**config.mk**
```make
export PLATFORM = sky130hd
export DESIGN_NAME = mac_tile_dual
export DESIGN_NICKNAME = d
export VERILOG_FILES = /design/src/rtl/mac_tile_dual.sv
export SDC_FILE = /design/constraint.sdc
export NUM_CORES = 1
export LEC_CHECK = 0
export CORE_ASPECT_RATIO = 0.6
export CORE_UTILIZATION = 35
export CTS_CLUSTER_SIZE = 12
export DETAILED_ROUTE_END_ITERATION = 6
export GPL_TIMING_DRIVEN = 0
export PLACE_DENSITY = 0.52
export SYNTH_ARGS = -nofsm -noshare
export SYNTH_HDL_FRONTEND = slang
export SYNTH_SLANG_ARGS = --single-unit
```
**constraint.sdc**
```tcl
create_clock -name clk -period 7.8 [get_ports clk]
set_clock_uncertainty 0.2 [all_clocks]
set_input_delay 2.34 -clock clk [delete_from_list [all_inputs] [get_ports clk]]
set_output_delay 2.34 -clock clk [all_outputs]
set_load 0.03 [all_outputs]
```
**src/rtl/mac_tile_dual.sv**
```systemverilog
// Dual-dataflow MAC tile: weight-stationary (mode=0) or output-stationary (mode=1) PE.
// Latency: one cycle from inputs to out_e / out_s / inst_e / out_s_valid.
// No backpressure; optional saturation of WS out_s and OS accumulator with MAC_TILE_SAT_EN.
module mac_tile_dual #(
  parameter int bw      = 4,
  parameter int psum_bw = 16
) (
  input  logic               clk,
  input  logic               reset,
  input  logic               mode,
  input  logic [bw-1:0]      in_w,
  output logic [bw-1:0]      out_e,
  input  logic [2:0]         inst_w,
  output logic [2:0]         inst_e,
  input  logic [psum_bw-1:0] in_n,
  output logic [psum_bw-1:0] out_s,
  output logic               out_s_valid
);

  typedef enum logic [1:0] {EMPTY = 2'd0, LOADED = 2'd1, ACC = 2'd2} state_t;

  state_t             state, state_nxt;
  logic [bw-1:0]      weight, weight_nxt;
  logic [psum_bw-1:0] acc, acc_nxt;
  logic [bw-1:0]      out_e_nxt;
  logic [psum_bw-1:0] out_s_nxt;
  logic               out_s_valid_nxt;
  logic [2:0]         inst_e_nxt;

  // mode_seen stays low until the first post-reset edge so that edge is never
  // mistaken for a mode change.
  logic               mode_q, mode_seen, mode_chg;

  logic signed [2*bw-1:0] in_w_x, ws_wt_x, os_wt_x, ws_prod, os_prod;
  logic [psum_bw-1:0]     ws_prod_ext, os_prod_ext, ws_sum, os_sum, os_wt_zx;

  // Adder for partial sums: wraps by default, clamps to the signed range when enabled.
  function automatic logic [psum_bw-1:0] add_psum(input logic [psum_bw-1:0] a,
                                                  input logic [psum_bw-1:0] b);
`ifdef MAC_TILE_SAT_EN
    logic [psum_bw:0] s;
    s = {a[psum_bw-1], a} + {b[psum_bw-1], b};
    if (s[psum_bw] != s[psum_bw-1])
      add_psum = s[psum_bw] ? {1'b1, {(psum_bw-1){1'b0}}} : {1'b0, {(psum_bw-1){1'b1}}};
    else
      add_psum = s[psum_bw-1:0];
`else
    add_psum = a + b;
`endif
  endfunction

  // Operands are sign-extended to 2*bw so the product is exact, then widened to psum_bw.
  assign in_w_x      = {{bw{in_w[bw-1]}}, in_w};
  assign ws_wt_x     = (state == LOADED) ? {{bw{weight[bw-1]}}, weight} : '0;
  assign os_wt_x     = {{bw{in_n[bw-1]}}, in_n[bw-1:0]};
  assign ws_prod     = in_w_x * ws_wt_x;
  assign os_prod     = in_w_x * os_wt_x;
  assign ws_prod_ext = psum_bw'(ws_prod);
  assign os_prod_ext = psum_bw'(os_prod);
  assign ws_sum      = add_psum(ws_prod_ext, in_n);
  assign os_sum      = add_psum(acc, os_prod_ext);
  assign os_wt_zx    = {{(psum_bw-bw){1'b0}}, in_n[bw-1:0]};
  assign mode_chg    = mode_seen && (mode != mode_q);

  // Next-state and next-output decode; everything holds unless an instruction acts.
  always_comb begin
    state_nxt       = state;
    weight_nxt      = weight;
    acc_nxt         = acc;
    out_e_nxt       = out_e;
    out_s_nxt       = out_s;
    out_s_valid_nxt = 1'b0;
    inst_e_nxt      = inst_w;

    if (mode_chg) begin
      // Dataflow switch: drop held operands, only pass the instruction along.
      state_nxt  = EMPTY;
      weight_nxt = '0;
      acc_nxt    = '0;
    end else if (!mode) begin
      // Execute uses the weight held before this cycle, even alongside a load.
      if (inst_w[1]) begin
        out_s_nxt       = ws_sum;
        out_s_valid_nxt = 1'b1;
        out_e_nxt       = in_w;
      end
      if (inst_w[0]) begin
        if (state != LOADED) begin
          weight_nxt    = in_w;
          state_nxt     = LOADED;
          inst_e_nxt[0] = 1'b0;
        end else begin
          out_e_nxt = in_w;
        end
      end
    end else begin
      if (inst_w[1]) begin
        acc_nxt   = os_sum;
        state_nxt = ACC;
        out_e_nxt = in_w;
        out_s_nxt = os_wt_zx;
      end
      // Flush reports the accumulator including any same-cycle execute.
      if (inst_w[2]) begin
        out_s_nxt       = inst_w[1] ? os_sum : acc;
        out_s_valid_nxt = 1'b1;
        acc_nxt         = '0;
        state_nxt       = EMPTY;
      end
    end
  end

  // State and output registers with synchronous active-low reset.
  always_ff @(posedge clk) begin
    if (!reset) begin
      state       <= EMPTY;
      weight      <= '0;
      acc         <= '0;
      out_e       <= '0;
      out_s       <= '0;
      out_s_valid <= 1'b0;
      inst_e      <= '0;
      mode_q      <= 1'b0;
      mode_seen   <= 1'b0;
    end else begin
      state       <= state_nxt;
      weight      <= weight_nxt;
      acc         <= acc_nxt;
      out_e       <= out_e_nxt;
      out_s       <= out_s_nxt;
      out_s_valid <= out_s_valid_nxt;
      inst_e      <= inst_e_nxt;
      mode_q      <= mode;
      mode_seen   <= 1'b1;
    end
  end

endmodule
```
Word-level counts from Yosys, hierarchy flattened
Index checks and enable logic that the tools add are counted.
{"block": "totals", "inputBits": 26, "wordCells": 53, "romBits": 0, "register_bits": 48, "n_memories": 0, "latch_bits": 0, "ram_bits": 0}
{"block": "classes", "reduce_logical": 9, "bitwise": 3, "n_addsub": 2, "eq_ne": 4, "mux": 24, "div": 0, "multipliers": 2, "n_shift": 0, "order_cmp": 0}
{"cell": "16-bit two-way mux", "count": 6}
{"cell": "16-bit adder", "count": 2}
{"cell": "4-bit two-way mux", "count": 4}
{"cell": "2-bit two-way mux", "count": 5}
{"cell": "3-bit AND reduction", "count": 3}
{"cell": "4-bit by 4-bit multiplier with 8-bit output", "count": 1}
{"cell": "4-bit by 8-bit multiplier with 8-bit output", "count": 1}
{"cell": "1-bit two-way mux", "count": 8}
{"cell": "8-bit two-way mux", "count": 1}
{"cell": "2-bit nonzero test", "count": 4}
{"cell": "3-bit by 1-bit inequality test with 1-bit output (second input constant)", "count": 1}
{"cell": "1-bit inverter", "count": 3}
{"cell": "2-bit by 1-bit equality test with 1-bit output (second input constant)", "count": 1}
{"cell": "2-bit by 1-bit inequality test with 1-bit output (second input constant)", "count": 1}
{"cell": "2-bit OR reduction", "count": 1}
{"cell": "1-bit logical AND", "count": 1}
{"cell": "1-bit inequality test", "count": 1}

Depth between registers and ports, before layout
Gate-level depths: netlist of run 1.
{"block": "depth", "ltp_word": 6, "ltp_mapped": 23}

Worst setup path after synthesis of run 1
OpenSTA, ideal clock, no wires.
{"block": "synth_path", "path_type": "input port to flip-flop", "from": "input in_w[1]", "to": "register out_s[15]", "cell_stages": 21, "arrival_ns": 7.050, "slack_ns": 0.418, "path_buffers": 1, "cell_sequence": "clkbuf_1 nand2_1 fa_1 fa_1 fa_1 inv_1 ha_1 fa_1 a21o_2 a21oi_1 xnor2_2 ha_1 a21oi_1 nand2_1 o2bb2ai_1 o31ai_4 o21ai_1 xor2_2 and3_1 o21ai_1 a31oi_1"}
{"block": "synth_between", "elab_chain_cells": 5, "word_cells_on_any_way": 8, "cone_classes": "add/sub (2); mul (2); mux (4)"}
{"item": "start, declared", "line": "11", "source": "input logic [bw-1:0] in_w,"}
{"item": "parallel branches: the longest is 4 deep, another holds 16-bit adder"}
{"item": "16-bit two-way mux *", "line": "80", "source": "end else if (!mode) begin"}
{"item": "end signal, assigned", "line": "130", "source": "out_s <= out_s_nxt;"}
{"item": "end, declared", "line": "16", "source": "output logic [psum_bw-1:0] out_s,"}
Mark *: on every way between the ends. The select of a mux whose other input is x is not followed.
A chain may end at the register's enable or synchronous reset.

Worst setup path in the final report of run 1
{"block": "layout_path", "from": "input in_w[0]", "to": "register out_s[13]"}
Same word-level chain as after synthesis.

==> results of run 1 <==
## tightest hold or removal path: stages (launching register included)
cell,delay (ns)
dfxtp_1,0.33
nand2_1,0.06
a21oi_1,0.05
## flip-flops by register name (all words and copies together), names as in the netlist
| name | cells |
|---|---|
| acc | 16 |
| out_s | 16 |
| out_e | 4 |
| weight | 4 |
| inst_e | 3 |
| state | 2 |
| mode_q | 1 |
| mode_seen | 1 |
| out_s_valid | 1 |
## what timing repair did
| action | CTS | global route |
|---|---|---|
| hold buffers | 0 | 0 |
| setup buffers | 0 | 4 |
| endpoints found under the setup margin | 9 | 7 |
| resized for setup | 12 | 15 |
| cloned | 0 | 1 |
| pin swaps | 0 | 3 |
## synthesized netlist by cell type, types with 3 or more instances
| cell type | n |
|---|---|
| nor2_1 | 56 |
| o21ai_0 | 19 |
| o211ai_1 | 3 |
| buf_1 | 4 |
| nor2b_1 | 5 |
| and2_1 | 11 |
| and3_1 | 11 |
| nand2_1 | 25 |
| a21o_1 | 10 |
| inv_1 | 28 |
| o221ai_1 | 5 |
| nor3b_1 | 5 |
| nor3_1 | 13 |
| ha_1 | 56 |
| a22oi_1 | 10 |
| fa_1 | 20 |
| mux2i_1 | 20 |
| clkbuf_1 | 16 |
| xor2_1 | 15 |
| mux2_2 | 3 |
| o21a_1 | 5 |
| or3_1 | 3 |
| nand2b_1 | 6 |
| a21oi_1 | 49 |
| a211oi_1 | 5 |
| nand3_1 | 9 |
| nand4_1 | 5 |
| a31oi_1 | 6 |
| dfxtp_1 | 48 |
| o21ai_1 | 5 |
| xnor2_1 | 24 |
## cell usage in the layout, fill, tap and decap left out, types with 4 or more instances in the layout
master / count
a21oi_1: 47
a31oi_1: 6
mux2i_1: 19
and2_1: 11
o21a_1: 5
a211oi_1: 5
nor2b_1: 5
xnor2_1: 23
clkdlybuf4s50_1: 42
ha_1: 54
inv_1: 28
o21ai_1: 5
nor2_1: 56
nand2b_1: 6
buf_1: 4
clkbuf_16: 5
nand2_1: 25
nand4_1: 5
o21ai_0: 19
o221ai_1: 5
fa_1: 20
nand3_1: 9
a22oi_1: 10
dfxtp_1: 48
buf_4: 6
xor2_1: 15
and3_1: 11
a21o_1: 10
clkbuf_2: 6
nor3b_1: 5
clkbuf_1: 14
nor3_1: 13
## where the power goes
part / internal [uW] / switching (uW)
Combinational: 249 / 341
Clock: 185 / 108
Sequential: 264 / 14.4
Total: 698 / 463
## cells by family (layout without fill, tap and decap cells)
logic type	count (synthesis)	count (layout)
adder cells (fa/ha/maj)	76	76
buffers and inverters	50	109
AO/OA/AOI/OAI	134	134
multiplexers	23	23
flip-flops	48	48
XOR/XNOR	41	42
AND/OR/NAND/NOR	159	159
## through the flow
stage          std cells  setup TNS (ns)
6_report             756               0
5_1_grt              756               0
4_1_cts              751               0
3_5_place_dp         743           -5.28
3_3_place_gp         743           -4.44
2_1_floorplan        531               0
## final timing paths
path,end,slack (ns),cells past startpoint
max,out_s[13]$_SDFFE_PN0P_,0.30,22
min,out_s[1]$_SDFFE_PN0P_,0.28,2
max reg2reg,out_s[12]$_SDFFE_PN0P_,1.65,22
min reg2reg,out_s[1]$_SDFFE_PN0P_,0.28,2
## layout make-up
type,instances,area share (%)
Tap cell,165,3.76
Clock buffer,5,2.28
Clock inverter,3,1.25
Timing Repair Buffer,51,8.80
Inverter,28,1.92
Multi-Input combinational cell,434,62.8
Buffer,22,1.69
Sequential cell,48,17.5
## per-layer routing
layer,global-route usage (%),vias to the layer above
li1,-,1998
met1,32.0,1886
met2,25.9,101
met3,2.28,7
met4,2.92,0
met5,0,-
==> results.toml, run 1 <==
[drt]
first_pass_iters = 5
ant_nets = 0
routedWlPerCell_um = 16.8
wl_met2_um = 4920
topRoutingLayerUsed = "met4"
first_iter_violations = 258
drc_errors = 0
dr_wl_met3_um = 637
wl_met1_um = 7110
dr_total_vias = 3992
via_per_inst = 5.28
routed_wl_um = 12700

[timing]
tightest_slew_ns = 0.924
fmax_ghz = 0.133
setup_violations = 0
finalWorstSetupSlack_ns = 0.304
timing.hold.ws_ns = 0.283
slew_headroom_pct = 38.0
final_max_slew_viol_count = 0
period_share_pct = 96.1
rsz0062_at_grt = "false"
hold_viol = 0
fin_crit_ns = 7.50

[floorplanning]
fp.dieW_um = 149
core_area_um2 = 12300
ioPinCount = 50
fp.dieArea_um2 = 13400
num_rows = 31
start_util_pct = 36.7
die_height_um = 90.0

[logic_synthesis]
ys_types = 56
synth_top_area_cell = "dfxtp_1"
synth_top_cell_area_share_pct = 21.3
synth_mux_area_share_pct = 5.18
yosys.area_share.adder_pct = 24.4
syn_nets = 633
synth.area.top_cells = "dfxtp_1 (21%), ha_1 (16%), fa_1 (8.9%)"
synth_compound_area_share_pct = 19.2
synth_top_family_by_area = "adder cells"
synth_cells = 531
async_reset_ff_share_pct = 0
ys_seq_area_share_pct = 21.3
ys.flop_type = "dfxtp_1"
yosys.area_share.simple_pct = 17.3
synth-edff-count = 0
synth_xor_area_share_pct = 8.28
avgSynthCellArea_um2 = 8.50
yosysWarnings = 0
syn-cell-area_um2 = 4520
ys_ff_latch = 48

[placement]
place_hpwl_um = 9960
numPortBuffers = 47
preCtsSetupSlack_ns = -0.765
place_area_um2 = 5190
gp_congestion = 0.808

[setup_path]
crit_top_cell = "fa_1"
crit_chain = "clkbuf_2 > nand2b_1 > fa_1 > fa_1 > fa_1 > inv_1 > ha_1 > fa_1 > a21o_2 > a21oi_4 > buf_4 > xnor2_2 > ha_1 > a21oi_1 > nand2_1 > o2bb2ai_2 > o31ai_4 > o21ai_0 > xnor2_1 > mux2i_2 > o221ai_1 > o211a_1"
slowest_stage = "fa_1"
startpoint = "in_w[0]"
crit-reg2reg-launch = "state[0]$_SDFFE_PP0P_"
crit_fanout = 10
crit_required_ns = 7.79
arrival_ns = 7.49
endpoint_kind = "flop"
crit_family = "adder cells"
path_buf_inv = 3
critPathMaxStageDelay_ns = 0.57
startpoint_type = "primary input"
critPathKind = "primary input to flop"

[power_and_ir_drop]
p_leak_uw = 0.00247
power_density_nw_per_um2 = 212
power_uw = 1160
max-vdd-ir-drop_v = 0.000119

[global_route]
grt_usage_pct = 19.3
antenna_found_initial = 0
grt-ovfl-total = 0
grt_pass1_wl_um = 20200
grt_max_degree = 17
grt_pass1_vias = 3748

[final_layout]
syn_to_final_growth_pct = 21.5
fin_area_um2 = 5490
antenna_cells = 0
drive_gt1_share_pct = 7.28
fillerInstances = 1229
multi_input_area_um2 = 3440
nets = 692
final_util_pct = 44.6
layout.area.seq_um2 = 961

[cts]
htree_levels = 2
cts_buffer_depth = 2
cts_buffers = 5
clk_pin_slew_ns = 0.07
cts.sinks = 48
clock_latency_ns = 0.29
cts_tree = "built"
root_buffer = "clkbuf_16"

[hold_path]
hp-start = "out_s[1]$_SDFFE_PN0P_"
hold_class = "flop to flop"

[job]
max_cap_violations = 0

[run_status]
outcome = "complete, no violations"
Note: power is estimated with default switching activity, not from simulation.
==> run 2: changes to the inputs <==
--- a/config.mk
+++ b/config.mk
@@ -9,7 +9,6 @@
 export CORE_UTILIZATION = 35
 export CTS_CLUSTER_SIZE = 12
 export DETAILED_ROUTE_END_ITERATION = 6
-export GPL_TIMING_DRIVEN = 0
 export PLACE_DENSITY = 0.52
 export SYNTH_ARGS = -nofsm -noshare
 export SYNTH_HDL_FRONTEND = slang
==> constraint.sdc (replaced) <==
create_clock -name clk -period 9.6 [get_ports clk]
set_clock_uncertainty 0.2 [all_clocks]
set_input_delay 2.88 -clock clk [delete_from_list [all_inputs] [get_ports clk]]
set_output_delay 2.88 -clock clk [all_outputs]
set_load 0.03 [all_outputs]
==> run 2 against run 1 <==
  * Final cell count shrank 2.6%
  * Utilization shrank 1.2 points
  * Flip-flop and latch count is the same
  * Highest routed layer unchanged
  * Critical endpoint unchanged
  * First-iteration DRC count shrank 8.1%
  * Critical path type unchanged
==> results.toml, run 2 (synthesis gave the netlist of run 1 again) <==
[drt]
via_per_inst = 5.24
routedWlPerCell_um = 15.6
first_iter_violations = 237
ant_nets = 0
dr_total_vias = 3859
first_pass_iters = 5
routed_wl_um = 11500
drc_errors = 0

[timing]
setup_violations = 0
slew_headroom_pct = 42.4
finalWorstSetupSlack_ns = 1.02
fmax_ghz = 0.117
tightest_slew_ns = 0.858
hold_viol = 0
setup_tns_ns = 0
rsz0062_at_grt = "false"
final_max_slew_viol_count = 0
period_share_pct = 89.3
fin_crit_ns = 8.58

[global_route]
grt_pass1_vias = 3547
antenna_found_initial = 0
grt_pass1_wl_um = 18600
grt_max_degree = 34
grt-ovfl-total = 0
grt_usage_pct = 17.7

[cts]
root_buffer = "clkbuf_16"
cts_setup_buffers = 0
clk_pin_slew_ns = 0.07
htree_levels = 2
cts_tree = "built"
cts_buffer_depth = 2
cts.sinks = 48
hold_buffers = 0
cts_buffers = 5
cts_resized = 0
clock_latency_ns = 0.29

[placement]
preCtsSetupSlack_ns = 0.730
place_hpwl_um = 9280
gp_congestion = 0.808
numPortBuffers = 49

[setup_path]
crit_fanout = 10
arrival_ns = 8.56
endpoint_kind = "flop"
startpoint_type = "primary input"
critPathKind = "primary input to flop"
crit_required_ns = 9.58

[hold_path]
hold_class = "flop to flop"

[floorplanning]
num_rows = 31
core_area_um2 = 12300
start_util_pct = 36.7
ioPinCount = 50
fp.dieArea_um2 = 13400
die_height_um = 90.0
fp.dieW_um = 149

[final_layout]
nets = 672
antenna_cells = 0
reg_top3 = "acc x16, out_s x16"
layout_common_cells = "nor2_1 (56), ha_1 (56), a21oi_1 (49), clkdlybuf4s50_1 (49), dfxtp_1 (48)"
drive_gt1_share_pct = 5.08
syn_to_final_growth_pct = 18.3

[power_and_ir_drop]
power_uw = 866
power_density_nw_per_um2 = 162
p_leak_uw = 0.00241
max-vdd-ir-drop_v = 0.0000804

[job]
max_cap_violations = 0

[run_status]
outcome = "complete, no violations"
run 2: path summary, 6_finish.rpt:
path	startpoint	cells after the start	slack, ns	endpoint
worst min register to register	out_s[1]$_SDFFE_PN0P_	2	0.28	out_s[1]$_SDFFE_PN0P_
worst min-delay path	out_s[1]$_SDFFE_PN0P_	2	0.28	out_s[1]$_SDFFE_PN0P_
worst max register to register	state[0]$_SDFFE_PP0P_	21	3.93	out_s[12]$_SDFFE_PN0P_
worst max-delay path	in_w[0]	21	1.02	out_s[13]$_SDFFE_PN0P_
run 2: through the flow:
step	cells	hold WS (ns)	area (um^2)	util, %
after floorplan	531	0.249	4520	-
after global placement	728	0.258	5160	42.0
after detailed placement	728	0.268	5160	42.0
after CTS	736	0.277	5340	43.5
after global routing	736	0.294	5340	43.5
final	736	0.278	5340	43.5
run 2: cell type report:
| class | instances | area, um^2 |
|---|---|---|
| Fill cell | 1181 | 6950 |
| Multi-Input combinational cell | 433 | 3360 |
| Sequential cell | 48 | 961 |
| Timing Repair Buffer | 54 | 528 |
| Tap cell | 165 | 206 |
| Clock buffer | 6 | 139 |
| Inverter | 28 | 105 |
| Clock inverter | 2 | 38.8 |
run 2: routing by layer:
metal	wire, um	global-route usage (%)	vias up	part of all wire [%]
met5	0	0	-	0
met4	72	3.26	0	0.63
met3	457	2.28	6	4.0
met2	4260	22.0	86	37
met1	6700	30.4	1799	58
li1	-	-	1968	-
run 2: power by group:
group          internal [uW]  total [uW]  switching [uW]
Combinational            178         432             253
Clock                    131         208            77.7
Sequential               214         226            11.8
run 2: critical path, cell delays in order:
cell and delay [ns]:
clkdlybuf4s50_1 0.56, nand2b_1 0.25, fa_1 0.57, fa_1 0.44, fa_1 0.52, inv_1 0.04, ha_1 0.22, fa_1 0.41
a21o_2 0.21, a21oi_1 0.22, xnor2_2 0.30, ha_1 0.41, a21oi_1 0.16, nand2_1 0.07, o2bb2ai_1 0.17, o31ai_4 0.29
o21ai_0 0.16, xnor2_1 0.16, mux2i_1 0.23, o221ai_1 0.16, o211a_1 0.14
